**src/rtl/cim_inst_queue.sv**
```systemverilog
// -----------------------------------------------------------------------------
// cim_inst_queue
//
// Purpose:
//   Small instruction FIFO that sits between the CIM instruction source and
//   the rw_control stage. The FIFO buffers packed {op, s1, s2, d1} words. The
//   head entry is split into its fields combinationally. Illegal opcodes and
//   out-of-range array addresses are flagged on the head entry. Errored
//   entries are still delivered. Each errored pop is counted in a saturating
//   16-bit counter.
//
// Optional feature (macro CIM_INST_RANGE_CHECK_EN):
//   Defined   : out_err and err_count are live; err_clr clears err_count.
//   Undefined : no comparators and no counter are built. out_err and
//               err_count read as zero, and err_clr is ignored.
//   Queueing and the field split are the same in both builds.
//
// Ports:
//   clk         in   clock, rising edge
//   rst         in   synchronous active-high reset
//   in_valid    in   instruction present
//   in_ready    out  queue can accept (registered-state only)
//   in_inst     in   {op, s1, s2, d1}, op in MSBs
//   out_valid   out  head entry available
//   out_ready   in   consumer takes head
//   out_op      out  head opcode
//   out_s1/s2/d1 out head address fields
//   out_err     out  bit0 illegal opcode, bit1 address >= CIM_DEPTH
//   fifo_count  out  occupied entries
//   err_clr     in   clear err_count (wins over a same-cycle increment)
//   err_count   out  errored pops, saturating at 16'hFFFF
// -----------------------------------------------------------------------------
module cim_inst_queue #(
  parameter int OP_BITS    = 8,
  parameter int ADDR_BITS  = 8,
  parameter int CIM_DEPTH  = 256,
  parameter int NUM_OPS    = 16,
  parameter int FIFO_DEPTH = 4
) (
  input  logic                             clk,
  input  logic                             rst,
  input  logic                             in_valid,
  output logic                             in_ready,
  input  logic [OP_BITS+3*ADDR_BITS-1:0]   in_inst,
  output logic                             out_valid,
  input  logic                             out_ready,
  output logic [OP_BITS-1:0]               out_op,
  output logic [ADDR_BITS-1:0]             out_s1,
  output logic [ADDR_BITS-1:0]             out_s2,
  output logic [ADDR_BITS-1:0]             out_d1,
  output logic [1:0]                       out_err,
  output logic [$clog2(FIFO_DEPTH):0]      fifo_count,
  input  logic                             err_clr,
  output logic [15:0]                      err_count
);

  localparam int INST_BITS = OP_BITS + 3 * ADDR_BITS;
  localparam int PTR_BITS  = $clog2(FIFO_DEPTH);
  localparam int CNT_BITS  = PTR_BITS + 1;

  logic [INST_BITS-1:0] mem_r [FIFO_DEPTH];
  logic [PTR_BITS-1:0]  wr_ptr_r;
  logic [PTR_BITS-1:0]  rd_ptr_r;
  logic [CNT_BITS-1:0]  count_r;
  logic [CNT_BITS-1:0]  count_next_s;
  logic                 in_ready_r;
  logic                 out_valid_r;
  logic                 push_s;
  logic                 pop_s;
  logic [INST_BITS-1:0] head_s;

  // Handshakes use only registered flags, so in_ready never depends on out_ready
  // and a full queue cannot accept a push in the same cycle as a pop.
  assign push_s = in_valid && in_ready_r;
  assign pop_s  = out_valid_r && out_ready;

  // Next occupancy: +1 on push only, -1 on pop only, hold otherwise
  always_comb begin
    count_next_s = count_r;
    case ({push_s, pop_s})
      2'b10:   count_next_s = count_r + CNT_BITS'(1);
      2'b01:   count_next_s = count_r - CNT_BITS'(1);
      default: count_next_s = count_r;
    endcase
  end

  // Pointers, occupancy and the registered ready/valid flags
  always_ff @(posedge clk) begin
    if (rst) begin
      wr_ptr_r    <= {PTR_BITS{1'b0}};
      rd_ptr_r    <= {PTR_BITS{1'b0}};
      count_r     <= {CNT_BITS{1'b0}};
      in_ready_r  <= 1'b1;
      out_valid_r <= 1'b0;
    end else begin
      // Pointers are exactly log2(FIFO_DEPTH) bits wide, so the increment wraps on its own.
      if (push_s) begin
        wr_ptr_r <= wr_ptr_r + PTR_BITS'(1);
      end
      if (pop_s) begin
        rd_ptr_r <= rd_ptr_r + PTR_BITS'(1);
      end
      count_r     <= count_next_s;
      in_ready_r  <= (count_next_s < CNT_BITS'(FIFO_DEPTH));
      out_valid_r <= (count_next_s != {CNT_BITS{1'b0}});
    end
  end

  // Storage array; contents are don't-care until written, so no reset
  always_ff @(posedge clk) begin
    if (push_s) begin
      mem_r[wr_ptr_r] <= in_inst;
    end
  end

  assign head_s = mem_r[rd_ptr_r];

  // The head word is split into fields without a register stage.
  assign out_op = head_s[INST_BITS-1 -: OP_BITS];
  assign out_s1 = head_s[3*ADDR_BITS-1 -: ADDR_BITS];
  assign out_s2 = head_s[2*ADDR_BITS-1 -: ADDR_BITS];
  assign out_d1 = head_s[ADDR_BITS-1:0];

  assign in_ready   = in_ready_r;
  assign out_valid  = out_valid_r;
  assign fifo_count = count_r;

`ifdef CIM_INST_RANGE_CHECK_EN
  // Common comparison width: wide enough for any field and for either limit.
  localparam int MAX_FIELD = (OP_BITS > ADDR_BITS) ? OP_BITS : ADDR_BITS;
  localparam int CMP_W     = ((MAX_FIELD > 32) ? MAX_FIELD : 32) + 1;
  localparam logic [CMP_W-1:0] OP_LIMIT  = CMP_W'(NUM_OPS);
  localparam logic [CMP_W-1:0] ROW_LIMIT = CMP_W'(CIM_DEPTH);

  logic [1:0]  err_flags_s;
  logic [15:0] err_count_r;

  // True when an opcode is outside 0..NUM_OPS-1 (unsigned, zero-extended)
  function automatic logic op_illegal(input logic [OP_BITS-1:0] op);
    return (CMP_W'(op) >= OP_LIMIT);
  endfunction

  // True when an array address is outside 0..CIM_DEPTH-1 (unsigned, zero-extended)
  function automatic logic addr_oob(input logic [ADDR_BITS-1:0] addr);
    return (CMP_W'(addr) >= ROW_LIMIT);
  endfunction

  // Error flags on the head entry; forced low while the queue is empty
  always_comb begin
    err_flags_s = 2'b00;
    if (out_valid_r) begin
      err_flags_s[0] = op_illegal(out_op);
      err_flags_s[1] = addr_oob(out_s1) || addr_oob(out_s2) || addr_oob(out_d1);
    end else begin
      err_flags_s = 2'b00;
    end
  end

  // Saturating count of errored pops; a clear beats a same-cycle increment
  always_ff @(posedge clk) begin
    if (rst) begin
      err_count_r <= 16'h0000;
    end else if (err_clr) begin
      err_count_r <= 16'h0000;
    end else if (pop_s && (err_flags_s != 2'b00) && (err_count_r != 16'hFFFF)) begin
      err_count_r <= err_count_r + 16'h0001;
    end else begin
      err_count_r <= err_count_r;
    end
  end

  assign out_err   = err_flags_s;
  assign err_count = err_count_r;
`else
  // This build has no range checking. err_clr and the range limits have nothing
  // to drive, so they are gathered into one sink signal.
  logic unused_cfg_s;
  assign unused_cfg_s = ^{err_clr, 32'(NUM_OPS), 32'(CIM_DEPTH)};

  assign out_err   = 2'b00;
  assign err_count = 16'h0000;
`endif

endmodule
```
**config.mk**
```make
export PLATFORM = sky130hd
export DESIGN_NAME = cim_inst_queue
export DESIGN_NICKNAME = d
export VERILOG_FILES = /design/src/rtl/cim_inst_queue.sv
export SDC_FILE = /design/constraint.sdc
export NUM_CORES = 1
export LEC_CHECK = 0
export BUFFER_PORTS_ARGS = -buffer_cell sky130_fd_sc_hd__buf_2
export CAP_MARGIN = 10
export CORE_MARGIN = 5
export CORE_UTILIZATION = 50
export DETAILED_ROUTE_END_ITERATION = 7
export PLACE_DENSITY = 0.86
export SYNTH_ARGS = -nofsm -noshare
export SYNTH_HDL_FRONTEND = slang
export SYNTH_SLANG_ARGS = --single-unit
```
**constraint.sdc**
```tcl
create_clock -name clk -period 1.9 [get_ports clk]
set_input_delay 0.095 -clock clk [delete_from_list [all_inputs] [get_ports clk]]
set_output_delay 0.095 -clock clk [all_outputs]
set_load 0.05 [all_outputs]
```
# Word level (Yosys, flattened, before mapping)
# Memory sizes are Yosys's and may differ from the RTL's. A register that Yosys moved wholly into a read port is not among the register bits.
# Cells that the tools add are included.
[op_classes] muxes=5 order_cmp=1 eq_ne=2 addsub=4 reduce_logical=3
[ops] cell="case mux 3 bit (2 select lines)" n=1
[ops] cell="adder 2 x 1 -> 2 bit, second input constant" n=2
[ops] cell="2-to-1 mux 2 bit" n=2
[ops] cell="adder 3 x 1 -> 3 bit, second input constant" n=1
[ops] cell="less-than comparator 3 bit, second input constant" n=1
[ops] cell="nonzero test 3 bit" n=1
[ops] cell="subtractor 3 x 1 -> 3 bit, second input constant" n=1
[ops] cell="== test 2 x 1 -> 1 bit, second input constant" n=1
[ops] cell="== test 2 bit, second input constant" n=1
[ops] cell="logical AND 1 bit" n=2
[ops] cell="2-to-1 mux 1 bit" n=2
[totals] memories=1 mem_bits_rw=128 regBits=9 in_bits=37 word_cells=21
[memory_table] name="mem_r" words=4 width=32 rd=1 rd_clocked_by_memory_dff=1 write_ports=1 line_no="61" source="logic [INST_BITS-1:0] mem_r [FIFO_DEPTH];"

# Longest topological paths before layout
# Gate-level depths: netlist of run 1.
[depth] word_depth=4 ltp_mapped=7

# Least setup slack after synthesis of run 1
# No wires, ideal clock.
[synth_timing] path_kind="register -> register" start="register out_valid_r (netlist: out_valid)" end="register out_valid_r (netlist: out_valid)" n_path_buf=0 setup_slack_ns=-0.489 period_less_slack_ns=2.389 path_stages_with_launch=8 arrival_ns=2.255 required_ns=1.766 cell_sequence="dfxtp_1 and2_1 ha_1 inv_1 fa_1 xor2_1 o211a_1 or4_1"
[synth_via] elab_chain_cells=4 word_cells_on_any_way=5
[synth_rtl] element="from (decl)" line_no="67" source="logic out_valid_r;"
[synth_rtl] element="from (signal assigned)" line_no="105" source="out_valid_r <= (count_next_s != {CNT_BITS{1'b0}});"
[synth_rtl] element="logical AND 1 bit (*)" line_no="75" source="assign pop_s = out_valid_r && out_ready;"
[synth_rtl] element="via pop_s" line_no="69" source="logic pop_s;"
[synth_rtl] element="== test 2 x 1 -> 1 bit or == test 2 bit (tied branches)" line_no="80" source="case ({push_s, pop_s})"
[synth_rtl] element="case mux 3 bit (2 select lines) (*)" line_no="80"
[synth_rtl] element="nonzero test 3 bit (*)" line_no="105"
# The timed path passes the listed nets; every way through them passes the cells marked *.
# A chain may end at the register's enable or synchronous reset.

# Worst setup path in the final report of run 1
# Ends and elaborated chain as after synthesis.

==> run summary, run 1 <==
Placed inst area = 5854 um2
Synthesized area = 5236 um2
Port Buf Inserts = 72
Crit path depth = 7
Largest net degree at the start of global routing = 33
Status = finished, violations left
R2R depth = 7
Hold Crit Depth = 5
Register bit count reported by yosys = 139
Unrepaired setup endpoints after global routing = true
ANT nets after route = 0
Remaining DRCs = 0
Cell Count, Final, Fillers Out = 522
DR WL/cell = 20.27 um
Worst min-delay path startpoint = in_valid
Ys Warns = 0
Fin crit period = 2006 ps
Top cells by area, synth = edfxtp_1 73%, mux4_2 14%, dfxtp_1 4.2%
Remaining Overflow, GRT = 0
RR Endpoint = out_valid
Deepest clock path buffer count = 2
Leakage Power = 2.554 nW
Inst Count DP = 450
Drt total wl = 10580 um
Reg-to-Reg Start = out_valid
First-pass GRT wire length = 16500 um
Clock skew = 7.014 ps
1st-iter DRT viols = 167
Crit path cell chain = and2_4 -> ha_4 -> inv_2 -> fa_2 -> xor2_1 -> o211a_1 -> or4_4
Reg2Reg Setup Slack = -110 ps
Post-route cell area = 7123 um2
Boundary pin count = 92
DIE AREA = 12620 um2
Hold EP = wr_ptr_r[0]
Layout cell share with drive strength beyond 1 = 43.78%
Commonest cells after routing, fill and taps aside = 128 x edfxtp_1, 40 x buf_2, 35 x dlygate4sd3_1
Tcrit/Tclk final = 105.6%
Top-area cell type share of the netlist area = 73.41%
CP max stage cell = or4_4
Distinct cells, synth = 25
Worst-path clk slew = 60 ps
DP Wirelength = 5726 um
Endpoints failing setup = 20
Initial antenna violation count = 0
Area added between synthesis and finish = 36.03%
Max_cap viols = 0
Count of final max-slew check failures = 0
Critical path buffer and inverter count = 1
CP Class = register to register
Core Rows = 37
Worst-path fanout max = 2
CP endpoint kind = register
CORE AREA = 10280 um2
Die Y = 112.3 um
Max Freq = 0.4986 GHz
Hold Crit Class = input port to register
Worst setup SP type = register
Largest area contributor in the netlist = edfxtp_1
Worst Path Arrival = 2380 ps
1st-pass router iterations = 4
Setup slack after placement = -145.1 ps
Clock Latency Late Sink = 500 ps
Asr flop ratio synth = 0%
Root Buffer = clkbuf_8
Antenna cells = 0
Routed vias = 2641
Initial Utilization = 50.95%
Vias per Instance = 5.059
Sequential element share of the synthesized area = 77.61%
Syn Inst Count = 237
CTS Sinks = 139
Routability cong. = 0.6688
CP Data Required Time = 2270 ps
TritonCTS clock tree = yes
Final hold violations = 0
DIE WIDTH = 112.3 um
Num CTS Buffers = 17
Syn avg cell area = 22.09 um2
Most common cell after layout, fill and taps aside = edfxtp_1
Failing checks = setup timing
Slowest Stage Delay on Critical Path = 520 ps
Number of global-route vias before repair = 2848
Worst VDD drop = 753.7 uV
PD cells = 1472 nW/um2
Final Net Count = 416
GRT Resource Usage Total = 18.03%
Hold WS = 96.73 ps
Crit path max-delay family = simple AND/OR/NAND/NOR gates
H-tree levels = 4
Synth Flop Type = edfxtp_1
Post-synth EDFFs = 128
Worst setup margin = -105.5 ps
[state kept, by name, indices dropped and copies added (netlist names), named ones only]
name and count:
fifo_count 3, in_ready 1, mem_r 128, out_valid 1
rd_ptr_r 2, wr_ptr_r 2
[routing by layer]
layer	wire length (um)	global-route usage [%]	vias up
met5	0	0	-
met3	717	5.606	10
met1	4224	22.25	1328
met2	5516	30.71	107
met4	124	5.529	0
li1	-	-	1196
[where the power goes]
part | switching (W) | internal, W | total [W]
sequential | 0.000139 | 0.00378 | 0.00392
clock | 0.00120 | 0.00186 | 0.00306
combinational | 0.00205 | 0.00147 | 0.00351
total | 0.00339 | 0.00710 | 0.0105
[per-stage QoR]
step	setup TNS [ps]	power (W)	util, %
after floorplan	-160.3	0.006061	-
after global placement	-48.53	0.006675	56.96
after detailed placement	-145.1	0.006755	56.96
after CTS	-1841	0.01051	69.09
after global routing	-2452	0.01089	69.31
final	-781.6	0.01049	69.31
[worst min-delay path: cells and delay by family]
kind          cells  cell delay [ps]
simple gates      2              170
xor+xnor          1               50
buf+inv           2              250
[synth_stat cells, types with 2 or more instances]
library cell	number
and3_1	4
inv_1	5
mux4_2	32
buf_4	21
xnor2_1	2
buf_1	3
xor2_1	3
nor2_1	6
nand2_1	2
dfxtp_1	11
buf_2	2
ha_1	5
edfxtp_1	128
nand3_1	2
[area by class of cell]
cell class | instances | area [um2]
clock buffers | 20 | 425.4
clock inverters | 12 | 123.9
fillers | 636 | 3154
inverters | 6 | 22.52
multi-input cells | 83 | 1076
flip-flops and latches | 139 | 4076
well taps | 136 | 170.2
repair buffers | 126 | 1229
[cells by family after synthesis]
family          after synthesis  share of synthesized area (%)
other cells                   1                        0.07162
flops                       139                          77.61
xor+xnor                      5                         0.8365
mux                          32                          13.76
fa+ha+maj                     6                          1.577
compound gates                3                         0.4301
buf+inv                      32                          3.847
simple gates                 19                          1.864
[worst max-delay path by stage]
stage,startpoint,endpoint,slack (ps)
after global placement,out_valid,out_valid,-50
after global routing,out_valid,out_valid,-150
after CTS,register,out_s1[0],-120
after floorplan,out_valid,out_valid,-160
final,out_valid,out_valid,-110
after detailed placement,out_valid,out_valid,-150
[timing repair]
| item | 4_1_cts | 5_1_grt |
|---|---|---|
| resized for setup | 75 | 8 |
| endpoints found under the setup margin | 33 | 33 |
| pin swaps | 0 | 1 |
| hold endpoints to repair | 137 | 0 |
| buffers inserted | 2 | 1 |
| hold buffers | 35 | 0 |
| gates cloned | 3 | 0 |
No activity file was read; power rests on OpenSTA's default activity.
==> inputs of run 2 (changes only) <==
--- a/config.mk
+++ b/config.mk
@@ -8,9 +8,10 @@
 export BUFFER_PORTS_ARGS = -buffer_cell sky130_fd_sc_hd__buf_2
 export CAP_MARGIN = 10
 export CORE_MARGIN = 5
-export CORE_UTILIZATION = 50
+export CORE_UTILIZATION = 52
+export CTS_BUF_LIST = sky130_fd_sc_hd__clkbuf_8
 export DETAILED_ROUTE_END_ITERATION = 7
-export PLACE_DENSITY = 0.86
+export PLACE_DENSITY = 0.89
 export SYNTH_ARGS = -nofsm -noshare
 export SYNTH_HDL_FRONTEND = slang
 export SYNTH_SLANG_ARGS = --single-unit
==> run 2 against run 1 <==
The run still ends with setup timing left. Count of clock-buffer cells in the layout decreased by 3. Design area fell by 3.2%. Non-clock buffer count increased by 4. Combinational power shrank 6.0%. Maximum frequency barely moved. Via count rose by 1.2%. Sequential share of layout area grew 1.9 points. Sequential power about the same. Utilization increased by 0.88 points. Sequential cell count unchanged.
==> run summary, run 2 (same netlist as run 1, synthesis figures left out) <==
CP Data Required Time = 2200 ps
Die Y = 110.4 um
Endpoints failing setup = 1
CTS Sinks = 139
DIE AREA = 12180 um2
Postcts setup bufs = 0
1st-pass router iterations = 4
Worst min-delay path startpoint = rst
Failing checks = setup timing
Worst-path fanout max = 2
Clock Latency Late Sink = 420 ps
DP Wirelength = 5919 um
Most common cell after layout, fill and taps aside = edfxtp_1
Area added between synthesis and finish = 31.61%
Leakage Power = 2.467 nW
Initial Utilization = 53.33%
Port Buf Inserts = 72
Hold Crit Class = input port to register
TritonCTS clock tree = yes
Number of global-route vias before repair = 2894
Remaining Overflow, GRT = 0
Register with the most flip-flops = mem_r
Max_cap viols = 0
Antenna cells = 0
Worst setup SP type = register
GRT Resource Usage Total = 17.44%
Worst-path clk slew = 80 ps
Layout cell share with drive strength beyond 1 = 43.85%
Routability cong. = 0.7020
DR WL/cell = 19.36 um
Unrepaired setup endpoints after global routing = true
Fillers = 623
Commonest cells after routing, fill and taps aside = 128 x edfxtp_1, 45 x buf_2, 37 x dlygate4sd3_1
Num CTS Buffers = 17
Reg-to-Reg Start = out_valid
Vias per Instance = 5.109
Max reg flops = 128
Tcrit/Tclk final = 105.6%
Worst VDD drop = 647.0 uV
CP Class = register to register
Largest net degree at the start of global routing = 23
PD cells = 1393 nW/um2
Count of final max-slew check failures = 0
1st-iter DRT viols = 146
Fin crit period = 2007 ps
Boundary pin count = 92
DIE WIDTH = 110.4 um
Drt total wl = 10130 um
CP endpoint kind = register
Remaining DRCs = 0
Inst Count DP = 450
Max Freq = 0.4983 GHz
Routed vias = 2672
Cell Count, Final, Fillers Out = 523
Worst Path Arrival = 2300 ps
Worst setup margin = -107.0 ps
Power consumption = 0.009598 W
Final Net Count = 420
Core Rows = 36
H-tree levels = 4
Final hold violations = 0
Status = finished, violations left
Clock skew = 10.78 ps
CORE AREA = 9819 um2
First-pass GRT wire length = 14980 um
Root Buffer = clkbuf_8
Deepest clock path buffer count = 2
Initial antenna violation count = 0
ANT nets after route = 0
CP startpoint = out_valid
Setup slack after placement = -110.7 ps
## run 2: what timing repair did
| item | CTS | global route |
|---|---|---|
| hold buffers | 37 | 0 |
| hold endpoints to repair | 136 | 0 |
| endpoints found under the setup margin | 16 | 27 |
| gates resized for setup | 11 | 69 |
| gates cloned | 1 | 3 |
## run 2: layout make-up
type	count	area, um2	area share (%)
flip-flops and latches	139	4076	59.15
repair buffers	130	1155	16.76
multi-input cells	83	1062	15.41
clock buffers	17	234.0	3.395
clock inverters	15	175.2	2.542
well taps	133	166.4	2.415
inverters	6	22.52	0.3268
## run 2: through the flow
stage | hold slack (ps) | area [um2] | TNS, ps | util (%)
final | 45.20 | 6892 | -107.0 | 70.18
after global routing | 51.50 | 6892 | -1353 | 70.18
after CTS | 8.685 | 6658 | -124.4 | 67.80
after detailed placement | 313.6 | 5823 | -110.7 | 59.30
after global placement | 306.6 | 5823 | -46.76 | 59.30
after floorplan | 193.9 | 5328 | -160.3 | -
## run 2: critical path: stages, from the launching register on
cell     delay (ps)
dfxtp_4         350
and2_4          150
ha_4            120
inv_1            40
fa_2            330
xor2_1          170
o211a_1         240
or4_1           480
## run 2: worst paths after layout
| check | depth (start not counted) | end | slack, ps |
|---|---|---|---|
| hold / removal | 3 | in_ready | 50 |
| setup reg to reg | 7 | out_valid | -110 |
| hold reg to reg | 2 | fifo_count[1] | 510 |
| setup / recovery | 7 | out_valid | -110 |
## run 2: where the power goes
group | internal [W] | switching, W | total [W]
registers | 0.00377 | 0.000144 | 0.00392
clock network | 0.00129 | 0.00109 | 0.00239
logic | 0.00132 | 0.00198 | 0.00330
## run 2: routing by layer
| metal | GRT usage, % | wire [um] | up-vias |
|---|---|---|---|
| li1 | - | - | 1203 |
| met1 | 20.16 | 3945 | 1352 |
| met2 | 30.07 | 5459 | 101 |
| met3 | 6.407 | 568 | 16 |
| met4 | 6.069 | 153 | 0 |
| met5 | 0 | 0 | - |
==> inputs of run 3 (changes only) <==
--- a/config.mk
+++ b/config.mk
@@ -7,11 +7,11 @@
 export LEC_CHECK = 0
 export BUFFER_PORTS_ARGS = -buffer_cell sky130_fd_sc_hd__buf_2
 export CAP_MARGIN = 10
-export CORE_MARGIN = 5
 export CORE_UTILIZATION = 52
 export CTS_BUF_LIST = sky130_fd_sc_hd__clkbuf_8
 export DETAILED_ROUTE_END_ITERATION = 7
 export PLACE_DENSITY = 0.89
+export RECOVER_POWER = 25
 export SYNTH_ARGS = -nofsm -noshare
 export SYNTH_HDL_FRONTEND = slang
 export SYNTH_SLANG_ARGS = --single-unit
==> run 3 against run 2 <==
The flow still finishes with violations (setup timing). Largest cell class unchanged. Combinational power grew 3%. Highest routed layer unchanged. Wire length up 2.1%. Die area fell by 14%. Register-to-register slack improved by 40 ps. Worst setup slack gained 38 ps.
==> run summary, run 3 (same netlist as run 1, synthesis figures left out) <==
Worst Path Arrival = 2290 ps
Max reg flops = 128
DR WL/cell = 19.80 um
Setup slack after placement = -80.39 ps
Failing checks = setup timing
Routed vias = 2681
Layout cell share with drive strength beyond 1 = 39.59%
First-pass GRT wire length = 14190 um
Initial antenna violation count = 0
CP endpoint kind = register
H-tree levels = 4
Switching Fraction = 34.87%
Hold Crit Class = input port to register
Unrepaired setup endpoints after global routing = true
Deepest clock path buffer count = 2
Net Switching = 0.003309 W
Die Y = 102.4 um
Remaining Overflow, GRT = 0
PD cells = 1382 nW/um2
Largest net degree at the start of global routing = 24
Final Core Density = 70.24%
Area added between synthesis and finish = 31.11%
ANT nets after route = 0
CP Data Required Time = 2220 ps
Core Rows = 36
Internal power = 0.006180 W
Combinational power share = 35.7%
Worst setup SP type = register
Clock Latency Late Sink = 450 ps
Power consumption = 0.009489 W
Final hold violations = 0
1st-iter DRT viols = 71
Number of global-route vias before repair = 2765
Final Net Count = 419
Max Freq = 0.5080 GHz
CP Class = register to register
DP Wirelength = 5522 um
Initial Utilization = 53.57%
GRT Resource Usage Total = 19.84%
Leakage Power = 2.405 nW
Max_cap viols = 0
TritonCTS clock tree = yes
Boundary pin count = 92
1st-pass router iterations = 4
Clock skew = 14.23 ps
Clk pwr share = 22.9%
Seq pwr share = 41.4%
Port Buf Inserts = 72
CORE AREA = 9774 um2
Register with the most flip-flops = mem_r
Status = finished, violations left
Count of final max-slew check failures = 0
DIE AREA = 10480 um2
Routability cong. = 0.6952
Fin crit period = 1969 ps
Worst-path clk slew = 80 ps
Drt total wl = 10340 um
CTS Sinks = 139
Worst setup margin = -68.66 ps
DIE WIDTH = 102.4 um
Most common cell after layout, fill and taps aside = edfxtp_1
Worst VDD drop = 745.8 uV
Num CTS Buffers = 17
Endpoints failing setup = 18
Remaining DRCs = 0
Worst-path fanout max = 2
Commonest cells after routing, fill and taps aside = 128 x edfxtp_1, 34 x dlygate4sd3_1, 32 x mux4_2, 32 x buf_6
Root Buffer = clkbuf_8
Vias per Instance = 5.136
Tcrit/Tclk final = 103.6%
Antenna cells = 0
run 3: path summary, 6_finish.rpt:
check                                 start     endpoint  slack, ps  cells past startpoint
worst max-delay path              out_valid    out_valid        -70                      7
worst min-delay path              out_ready  rd_ptr_r[1]         70                      4
worst max register to register    out_valid    out_valid        -70                      7
worst min register to register  wr_ptr_r[1]  wr_ptr_r[1]        500                      2
run 3: timing repair:
action / CTS / global route
pin swaps: 0 / 0
setup buffers: 2 / 0
hold endpoints to repair: 136 / 0
endpoints found under the setup margin: 28 / 29
resized for setup: 29 / 57
hold buffers: 34 / 0
cloned: 1 / 3
run 3: power by group through the flow:
| stage | clock [W] | combinational, W | sequential [W] |
|---|---|---|---|
| detailed placement | 0 | 0.00274 | 0.00398 |
| CTS | 0.00220 | 0.00305 | 0.00391 |
| global placement | 0 | 0.00271 | 0.00395 |
| floorplan | 0 | 0.00197 | 0.00409 |
| global route | 0.00235 | 0.00355 | 0.00396 |
| finish | 0.00217 | 0.00339 | 0.00393 |
run 3: worst max-delay path: stages, from the launching register on:
cell      delay, ps
dfxtp_4         340
and2_4          140
ha_4            130
inv_2            30
fa_2            510
nor2b_4         140
a211oi_2         50
or4_1           500
run 3: metal layers:
layer	vias up	global-route usage [%]	part of all wire, %
met3	14	6.293	5.1
met5	-	0	0
met2	102	36.45	55
met4	0	7.802	1.4
li1	1193	-	-
met1	1372	21.13	39
run 3: cell type report:
cell class,count,area (um2)
multi-input cells,83,1072
clock inverters,15,127.6
clock buffers,17,234.0
repair buffers,129,1166
fillers,602,2909
flip-flops and latches,139,4076
inverters,6,22.52
well taps,133,166.4
run 3: metrics by stage:
stage	hold WS (ps)	setup TNS, ps	instances	area, um2
after floorplan	193.9	-160.3	254	5328
after global placement	306.1	-46.73	450	5848
after detailed placement	314.7	-80.39	450	5848
after CTS	53.28	-97.80	519	6671
after global routing	80.23	-2660	522	6865
final	73.03	-425.2	522	6865
